===== src/rtl/apu_pkg.sv =====
// Shared frame-sequencer definitions: step type, strobe-mask table and named step constants.
package apu_pkg;

    localparam int FS_STEPS = 8;

    typedef logic [2:0] fs_step_t;

    localparam fs_step_t       FS_ENV_STEP    = 3'd7;
    localparam logic [7:0]     FS_SWEEP_STEPS = 8'b0100_0100;

    // Bits {env, sweep, len} per executed step; entry 7 is the leftmost element.
    localparam logic [FS_STEPS-1:0][2:0] FS_STRB_MASK = {
        3'b100,  // step 7
        3'b011,  // step 6
        3'b000,  // step 5
        3'b001,  // step 4
        3'b000,  // step 3
        3'b011,  // step 2
        3'b000,  // step 1
        3'b001   // step 0
    };

    function automatic logic [2:0] fs_strobe_mask(input fs_step_t s);
        return FS_STRB_MASK[s];
    endfunction

endpackage


===== src/rtl/apu_tick_prescaler.sv =====
// Produces the single-cycle 512 Hz step event, either from an internal DIV_COUNT
// prescaler or, with FS_EXT_DIV_EN defined, from falling edges of the timer DIV bit.
module apu_tick_prescaler #(
    parameter int DIV_COUNT = 32768
) (
    input  logic clock,
    input  logic reset,
    input  logic apu_en,
    input  logic div_bit,
    output logic step_event
);

`ifdef FS_EXT_DIV_EN
    // History flop follows div_bit even while disabled so enabling cannot fake an edge.
    logic div_q_p0;
    localparam int DIV_COUNT_UNUSED = DIV_COUNT;

    always_ff @(posedge clock) begin
        if (!reset) div_q_p0 <= 1'b0;
        else        div_q_p0 <= div_bit;
    end

    assign step_event = apu_en & div_q_p0 & ~div_bit;
`else
    localparam int                CNT_W = $clog2(DIV_COUNT);
    localparam logic [CNT_W-1:0]  TC    = CNT_W'(DIV_COUNT - 1);

    logic [CNT_W-1:0] cnt_p0;
    logic             tc_p0;
    logic             div_unused;

    assign div_unused = div_bit;
    assign tc_p0      = (cnt_p0 == TC);

    always_ff @(posedge clock) begin
        if (!reset || !apu_en) cnt_p0 <= '0;
        else if (tc_p0)        cnt_p0 <= '0;
        else                   cnt_p0 <= cnt_p0 + CNT_W'(1);
    end

    assign step_event = apu_en & tc_p0;
`endif

endmodule


===== src/rtl/apu_frame_sequencer.sv =====
// APU frame sequencer: 8-step counter emitting registered len/sweep/env/step strobes.
// Build option: define FS_EXT_DIV_EN to step from div_bit falling edges instead of DIV_COUNT.
module apu_frame_sequencer
    import apu_pkg::*;
#(
    parameter int DIV_COUNT = 32768,
    parameter int STEP_W    = 3
) (
    input  logic              clock,
    input  logic              reset,
    input  logic              apu_en,
    input  logic              div_bit,
    output logic [STEP_W-1:0] step,
    output logic              len_tick,
    output logic              sweep_tick,
    output logic              env_tick,
    output logic              step_tick
);

    logic     vld_p0;
    fs_step_t step_p0;
    logic [2:0] strb_p1;
    logic     vld_p1;

    apu_tick_prescaler #(
        .DIV_COUNT (DIV_COUNT)
    ) u_prescaler (
        .clock      (clock),
        .reset      (reset),
        .apu_en     (apu_en),
        .div_bit    (div_bit),
        .step_event (vld_p0)
    );

    // p0 -> p1: execute the current step and register its strobes
    always_ff @(posedge clock) begin
        if (!reset || !apu_en) begin
            step_p0 <= '0;
            strb_p1 <= '0;
            vld_p1  <= 1'b0;
        end else begin
            vld_p1  <= vld_p0;
            strb_p1 <= vld_p0 ? fs_strobe_mask(step_p0) : 3'b000;
            if (vld_p0) step_p0 <= step_p0 + 3'd1;
        end
    end

    assign step       = step_p0;
    assign len_tick   = strb_p1[0];
    assign sweep_tick = strb_p1[1];
    assign env_tick   = strb_p1[2];
    assign step_tick  = vld_p1;

endmodule


===== config.mk =====
export PLATFORM = sky130hd
export DESIGN_NAME = apu_frame_sequencer
export DESIGN_NICKNAME = d
export VERILOG_FILES = /design/src/rtl/apu_pkg.sv /design/src/rtl/apu_tick_prescaler.sv /design/src/rtl/apu_frame_sequencer.sv
export SDC_FILE = /design/constraint.sdc
export NUM_CORES = 1
export LEC_CHECK = 0
export BUFFER_PORTS_ARGS = -buffer_cell sky130_fd_sc_hd__buf_2
export CORE_MARGIN = 2
export CORE_UTILIZATION = 49
export CTS_CLUSTER_SIZE = 25
export DETAILED_ROUTE_END_ITERATION = 10
export PLACE_DENSITY = 0.81
export SLEW_MARGIN = 0
export SYNTH_ARGS = -nofsm -noshare
export SYNTH_HDL_FRONTEND = slang
export SYNTH_HIERARCHICAL = 1
export SYNTH_SLANG_ARGS = --single-unit

===== constraint.sdc =====
create_clock -name clock -period 1.62 [get_ports clock]
set_input_delay 0.324 -clock clock [delete_from_list [all_inputs] [get_ports clock]]
set_output_delay 0.324 -clock clock [all_outputs]
set_load 0.005 [all_outputs]

==> run summary, run 1 <==
The per-instance average area after synthesis came out at 9.62 µm². The initial antenna violation count is 0. The buffers plus inverters on the worst setup path came out at 0. The final instance count without filler cells came out at 141. The initial utilization of the core area, before any placement, comes to 53.4%.

The post-synthesis register bit count is 22. Sorting the synthesized cells by area gives the leading types as dfxtp_1, xnor2_1, nor2_1, ha_1, xor2_1. The antenna cell count came out at 0. In this run the power density over the cells is 773 mW/mm². Leaving out fill and tap cells, the most frequent cells in the layout are dfxtp_1, nor2_1, xnor2_1. The cell type contributing the most total cell area after synthesis is dfxtp_1. The root buffer cell chosen for the clock tree is clkbuf_4. The worst pin sits at a relative slew slack of 79.0%. The die width is 48.1 µm.

The synthesized design devotes to its leading area cell type 46.3% of total area. The count of maximum capacitance violations is 0. The static power due to leakage is 0.000413 µW. The fraction of power consumed by sequential logic is 63.4%. The final setup violation count is 0. The post-synthesis cell area came out at 952 µm².

The final net count is 125. The final-report max-slew violation count was 0. The total instance count after detailed placement came out at 137. The pin count of the biggest net entering global routing came out at 15. In this run the number of H-tree levels came out at 1. The share of cells above drive strength 1 came out at 25.9%. Counting the buffers created by CTS gives 3.

The critical path arrival is 1.72 ns. The actual transition at the worst max-transition pin came out at 0.313 ns. Measured on the finished design, the core utilization comes to 62.4%. Counting every sink on the clock net gives 22. The final weighted congestion in routability-driven placement came out at 0.753. The initial DRC count came out at 5. The aggregate global routing overflow is 0.

Wires add up to 1470 µm. In this run the vertical extent of the chip is 48.1 µm. The total number of placement rows came out at 15. The floorplan step defined a core boundary enclosing 0.00178 mm².

The clock transition at the register clock pins on the worst setup and hold paths after CTS is 0.12 ns. The final clock skew is 0.00926 ns. The synthesized instance count came out at 99.

Counting along the longest clock path gives a buffer depth of 2. In this run, the combinational gates consume 2.4% of the power. The hold violation count in the final report is 0. The worst-case IR drop observed on VDD is 0.854 mV.

The cts-stage hold buffer count came out at 0. The detail route stage leaves a number of antenna-violating nets equal to 0. The average wire per cell in the routed design came out at 10.4 µm. The delay of the slowest critical-path stage came out at 0.36 ns.

The flow ran to the end, and the final reports show no timing, DRC or antenna violations. The fmax came out at 665 MHz. Summing over every cut layer, the via total after detailed routing is 672.

TritonCTS built the clock tree. The type of element launching the critical path is a register. Of the available clock period, the critical path in the final layout requires 92.9%. The detailed-placement wirelength estimate is 1070 µm.

The smallest clock period supported by the final layout is computed as 1.50 ns. After detailed routing, the number of vias per cell comes to 4.77. The number of buffers added on ports is 9. Walking the worst path, the cells encountered are ha_2, nand3_2, nor3_2, and4_4, mux2i_1, nor2_1. For this design, the slowest cell found on the critical path is dfxtp_2.

The length of the first detailed-routing pass in iterations came out at 3. The library cell used most frequently in the layout, excluding fill and tap cells, is dfxtp_1. The critical path data required time came out at 1.84 ns.

The type of the most critical hold path is in -> reg. The number of nets in the synthesized netlist came out at 107. The internal power is 689 µW. The number of distinct library cells after synthesis is 26. The worst setup path is of the reg -> reg kind.

On the critical path the largest part of the delay comes from simple AND/OR/NAND/NOR gates. For this run, the number of Yosys warnings is 6. The total global-route track usage is 16.0%. 11 I/O pins were placed. The area added between synthesis and finish is 16.8%. Sequential cells were found to cover 46.3% of the synthesized design area. The clock network is responsible for 34.2% of the overall power.

The die area came out at 0.00231 mm². The via count of the first global-routing pass came out at 612. The critical-path maximum fanout is 5. The worst setup path is captured at a register. The remaining design rule violation count is 0. The global-route wire length before repair is 2540 µm.

The net load switching power is 171 µW. The switching part of the total power came out at 19.9%. The latest clock arrival within the worst-skew pair came out at 0.31 ns.
==> synthesized netlist by cell type, drive strengths merged <==
cell type and count:
xnor2 10, xor2 4, and2 1, nor4 3, nand4 3, buf 1
nand2 6, ha 4, or2 1, a31o 1, a21oi 2, nand3 5
nor2 20, mux2i 1, nand3b 1, nor3 2, a21bo 1, inv 6
nor4b 1, and4 3, o21ai 1, dfxtp 22
==> cells by family after synthesis <==
family	share of synthesized area [%]
buffers and inverters	3.55
muxes	1.05
adders and majority gates	5.26
AOI/OAI and AO/OA	3.55
DFF	46.3
and+or+nand+nor	27.5
xor gates and xnor gates	12.9
==> area by class of cell <==
class                      count  area, µm²
sequential                    22        442
tap                           25       31.3
fill                         154        671
timing repair buffer          14       82.6
inverter                       6       22.5
multi-input combinational     70        498
clock buffer                   4       36.3
==> power groups by stage <==
stage / sequential [µW] / clock (µW) / combinational, µW
detailed placement: 557 / 0 / 19.4
CTS: 545 / 312 / 19.4
floorplan: 557 / 0 / 12.4
global placement: 557 / 0 / 19.2
finish: 545 / 294 / 20.9
global route: 546 / 338 / 23.6
==> stage by stage <==
stage	hold slack, ns	cell area, µm²	power (µW)	setup slack (ns)	setup TNS (ns)
CTS	0.274	1090	877	0.0253	0
global placement	0.496	1060	576	0.0822	0
floorplan	0.437	953	570	0.00262	0
global route	0.275	1110	908	-0.00280	-0.00280
finish	0.291	1110	860	0.116	0
detailed placement	0.497	1060	576	0.0368	0
==> flip-flops by register name (all words and copies together), names as in the netlist <==
signal / flops
u_prescaler/cnt_p0: 15
step_tick: 1
step: 3
strb_p1: 3
==> final timing paths <==
path	from	endpoint	slack (ns)	cells past startpoint
worst min register to register	step[2]	strb_p1[2]	0.52	2
worst max register to register	u_prescaler/cnt_p0[1]	step[1]	0.12	6
worst max-delay path	u_prescaler/cnt_p0[1]	step[1]	0.12	6
worst min-delay path	reset	step_tick	0.29	3
==> per-layer routing <==
layer	GRT usage (%)	share of wire [%]
met2	25.6	49
met1	19.5	48
met4	3.24	0
met5	0	0
met3	7.92	3.7
==> worst reg2reg max path, delay by kind of cell (launching register included) <==
kind	cells	cell delay, ns
adders and majority gates	1	0.19
and+or+nand+nor	4	0.65
muxes	1	0.21
DFF	1	0.36
==> repair_timing <==
action,CTS,global route
hold endpoints to repair,0,0
gates resized for setup,0,5
endpoints found under the setup margin,0,20
setup buffers,0,0
Power figures use the tool's default switching activity.
==> run 2: changes to the inputs <==
--- a/config.mk
+++ b/config.mk
@@ -5,12 +5,13 @@
 export SDC_FILE = /design/constraint.sdc
 export NUM_CORES = 1
 export LEC_CHECK = 0
+export ABC_AREA = 1
 export BUFFER_PORTS_ARGS = -buffer_cell sky130_fd_sc_hd__buf_2
 export CORE_MARGIN = 2
-export CORE_UTILIZATION = 49
+export CORE_UTILIZATION = 51
 export CTS_CLUSTER_SIZE = 25
 export DETAILED_ROUTE_END_ITERATION = 10
-export PLACE_DENSITY = 0.81
+export PLACE_DENSITY = 0.83
 export SLEW_MARGIN = 0
 export SYNTH_ARGS = -nofsm -noshare
 export SYNTH_HDL_FRONTEND = slang
==> run 2 against run 1 <==
Compared with the run above: fmax grew 1.3%; synthesized cell count increased by 54%; critical path depth grew 3; non-clock buffer count down 2; count of clock-buffer cells in the layout decreased by 1; via count up 42%; area after synthesis increased by 14%; sequential share of layout area fell by 4.7 points; core utilization grew 1.6 points; final cell count is 38% higher; clock power increased by 38%.
==> run summary, run 2 <==
The met2 demand-to-capacity share in global routing came out at 33.3% (+7.7 points). The power per standard cell area is 772 mW/mm² (-0.19%). The total global-route track usage is 18.6% (+2.6 points).

The final clock skew came to 0.00632 ns (-0.00294 ns). TritonCTS built the clock tree. The antenna cell count came to 0 (unchanged). The standard cell core area came to 0.00198 mm² (+11%). The count of maximum capacitance violations came out at 0 (unchanged). The post-route total power is 979 µW (+14%). The placed instance area is 0.00118 mm² (+12%).

The maximum resistive drop on vdd was 0.640 mV (-25%). The fraction of the yosys area taken by sequential cells is 40.5% (-5.8 points). The met3 capacity usage during global routing came out at 3.57% (-4.4 points). The fmax came out at 673 MHz (+1.3%).

The critical path data required time is 1.87 ns (+0.03 ns). The flow ran to the end, and the final reports show no timing, DRC or antenna violations. The switching part of the total power is 17.8% (-2.1 points). The worst setup path is launched from a register. The static power due to leakage came out at 0.000518 µW (+26%). Ranked by instance count, the synthesized netlist is headed by nand2_1, nor2_1, inv_1, dfxtp_1, nand3_1. The final-report max-slew violation count was 0 (unchanged). The post-route minimum period came out at 1.49 ns (-0.0190 ns). The critical path is of the reg -> reg type.

The tree is rooted in a clkbuf_4. The overall via count from detail_route is 956 (+42%). The clock buffer count from CTS came to 3 (unchanged). The share of cells above drive strength 1 was 18.6% (-7.3 points). The post-synthesis async set-or-reset flop share is 0% (unchanged).

The initial DRC count is 17 (+12). The register with the most flip-flops in the final layout is u_prescaler/cnt_p0. The global-route wire length before repair is 3660 µm (+44%). The number of sinks handled by clock tree synthesis came out at 22 (unchanged). The final wirelength came out at 2020 µm (+37%). The final sum of negative setup slack came out at 0 ns (unchanged). The number of nets with antenna violations after detailed routing is 0 (unchanged).

The number of nets in the synthesized netlist came out at 160 (+50%). The final weighted congestion in routability-driven placement is 0.812 (+7.8%). The total setup buffers inserted after CTS came out at 0 (unchanged). The critical path arrival is 1.74 ns (+0.02 ns). Among all flip-flop cells after synthesis, the most frequent one is dfxtp_1. The count of flip-flops with a built-in enable after synthesis came out at 0 (unchanged).

The final setup violation count came out at 0 (unchanged). The endpoint class of the critical path is a register. The post-synthesis cell area is 0.00109 mm² (+14%). In this run the most used layer during global routing was met2. The initial antenna violation count came out at 0 (unchanged). The proportion of netlist area held by the largest area contributor came out at 40.5% (-5.8 points). The via count of the first global-routing pass is 897 (+47%). The net load switching power came out at 175 µW (+2.0%).

The aggregate global routing overflow is 0 (unchanged). The detailed-placement wirelength estimate came out at 1530 µm (+43%). The initial core utilization came to 54.9% (+1.5 points). The post-synthesis register bit count is 22 (unchanged). The post-route cell area was 0.00127 mm² (+14%).

Setup repair after global routing left no endpoint under its margin. The clock network fraction of total power came to 41.6% (+7.4 points). The cts-stage hold buffer count is 0 (unchanged). The number of warnings reported in the yosys synthesis log is 6 (unchanged). The cell type contributing the most total cell area after synthesis is dfxtp_1. The commonest non-fill, non-tap cell in the layout is nand2_1. The hold violation count in the final report is 0 (unchanged). The area added between synthesis and finish is 16.6%. The die span in y came to 50.2 µm (+4.4%). The average wire per cell in the routed design came out at 10.4 µm (-0.33%). The internal power came out at 804 µW (+17%). The detail-routed via count per cell came out at 4.93 (+3.4%). The fill cell instance count of the final layout is 169 (+9.7%).

The number of distinct library cells after synthesis was 18 (-31%). The logic gate share of total power came to 2.6% (+0.2 points). By area the synthesized netlist is led by dfxtp_1, nand2_1, nor2_1, inv_1, nand3_1. The actual transition at the worst max-transition pin came to 0.395 ns (+0.0821 ns). The remaining design rule violation count is 0 (unchanged). The clock transition at the register clock pins on the worst setup and hold paths after CTS came out at 0.12 ns (about the same). The worst reg-to-reg setup slack came to 0.13 ns (+0.02 ns). The latest clock arrival within the worst-skew pair was 0.30 ns (about the same). The worst hold path belongs to the class in -> reg.

The synthesized instance count came to 152 (+54%). The met1 demand-to-capacity share in global routing is 21.5% (+2.0 points). The number of top-level design ports came out at 11 (unchanged). The die area is 0.00252 mm² (+9.0%). The pin count of the biggest net entering global routing is 14 (-1).

The worst-case clock buffer depth came out at 2 (unchanged). The number of buffers added on ports came out at 9 (unchanged). In the layout the commonest cells are nand2_1, nor2_1, inv_1. The die width came out at 50.2 µm (+4.4%). The headroom to the max-slew limit came out at 73.6% (-5.4 points). The final net count came to 176 (+41%). The critical-path maximum fanout came to 3 (-2). The most common cell in the synthesized netlist is nand2_1.

The fraction of the cycle the final worst path needs came to 91.7% (-1.2 points). The H-tree level count came out at 1 (unchanged). The number of flip-flops under the largest register name is 15 (unchanged). The total number of placement rows came to 16 (+1). The per-instance average area after synthesis is 7.16 µm² (-26%). The length of the first detailed-routing pass in iterations came out at 4 (+1). The fraction of power consumed by sequential logic is 55.8% (-7.6 points).
-- run 2: cell count changes in the layout (fill, tap and decap cells not counted), moves of 3 or more --
cell,previous run,this run
nand3_1,3,10
nand2_2,0,3
nand4_1,2,6
xnor2_1,10,4
inv_1,5,23
nand2_1,6,37
nor2_1,20,28
nor2_4,0,4
-- run 2: worst max-delay path, cell delays in order, from the launching register on --
cell,delay [ns]
dfxtp_2,0.38
ha_4,0.15
nand2_2,0.07
nor2_4,0.11
nand3_2,0.11
nor3b_4,0.23
inv_2,0.09
nor2_4,0.14
inv_1,0.06
nor2_1,0.08
-- run 2: final timing paths --
check	startpoint	to	cells past startpoint
worst max register to register	u_prescaler/cnt_p0[1]	strb_p1[2]	9
worst min register to register	step[0]	step[0]	2
worst max-delay path	u_prescaler/cnt_p0[1]	strb_p1[2]	9
worst min-delay path	reset	step[0]	3
-- run 2: layout make-up --
| class | count | area, µm² | area share, % |
|---|---|---|---|
| tap | 27 | 33.8 | 2.66 |
| inverter | 24 | 90.1 | 7.10 |
| sequential | 22 | 444 | 35.0 |
| multi-input combinational | 105 | 581 | 45.8 |
| timing repair buffer | 12 | 67.6 | 5.33 |
| clock inverter | 1 | 30.0 | 2.37 |
| clock buffer | 3 | 22.5 | 1.78 |
-- run 2: kinds of logic after synthesis --
family	after synthesis	share of synthesized area, %
simple gates	91	37.7
flops	22	40.5
buf+inv	25	9.31
fa+ha+maj	4	4.60
xor+xnor	6	4.83
compound gates	4	3.10
-- run 2: what timing repair did --
item                       CTS  global route
resized for setup            3             5
pin swaps                    1             1
setup endpoints to repair    3             6
-- run 2: metal layers --
metal	up-vias	share of wire, %
li1	495	-
met1	434	43
met2	23	52
met3	4	4.2
met4	0	0.94
met5	-	0
-- run 2: per-stage QoR --
step / hold WS (ns) / cells / setup slack [ns] / util (%)
CTS: 0.365 / 194 / 0.0138 / 62.8
global placement: 0.503 / 190 / 0.113 / 59.7
finish: 0.376 / 194 / 0.135 / 64.0
detailed placement: 0.509 / 190 / 0.00111 / 59.7
floorplan: 0.430 / 152 / 0.0755 / -
global route: 0.385 / 194 / 0.0102 / 64.0
-- run 2: power groups by stage --
stage | Combinational [µW] | Clock (µW) | Sequential, µW
after floorplan | 16.8 | 0 | 557
after global routing | 28.7 | 437 | 547
final | 25.0 | 407 | 546
after detailed placement | 22.7 | 0 | 557
after global placement | 22.1 | 0 | 557
after CTS | 23.6 | 420 | 545
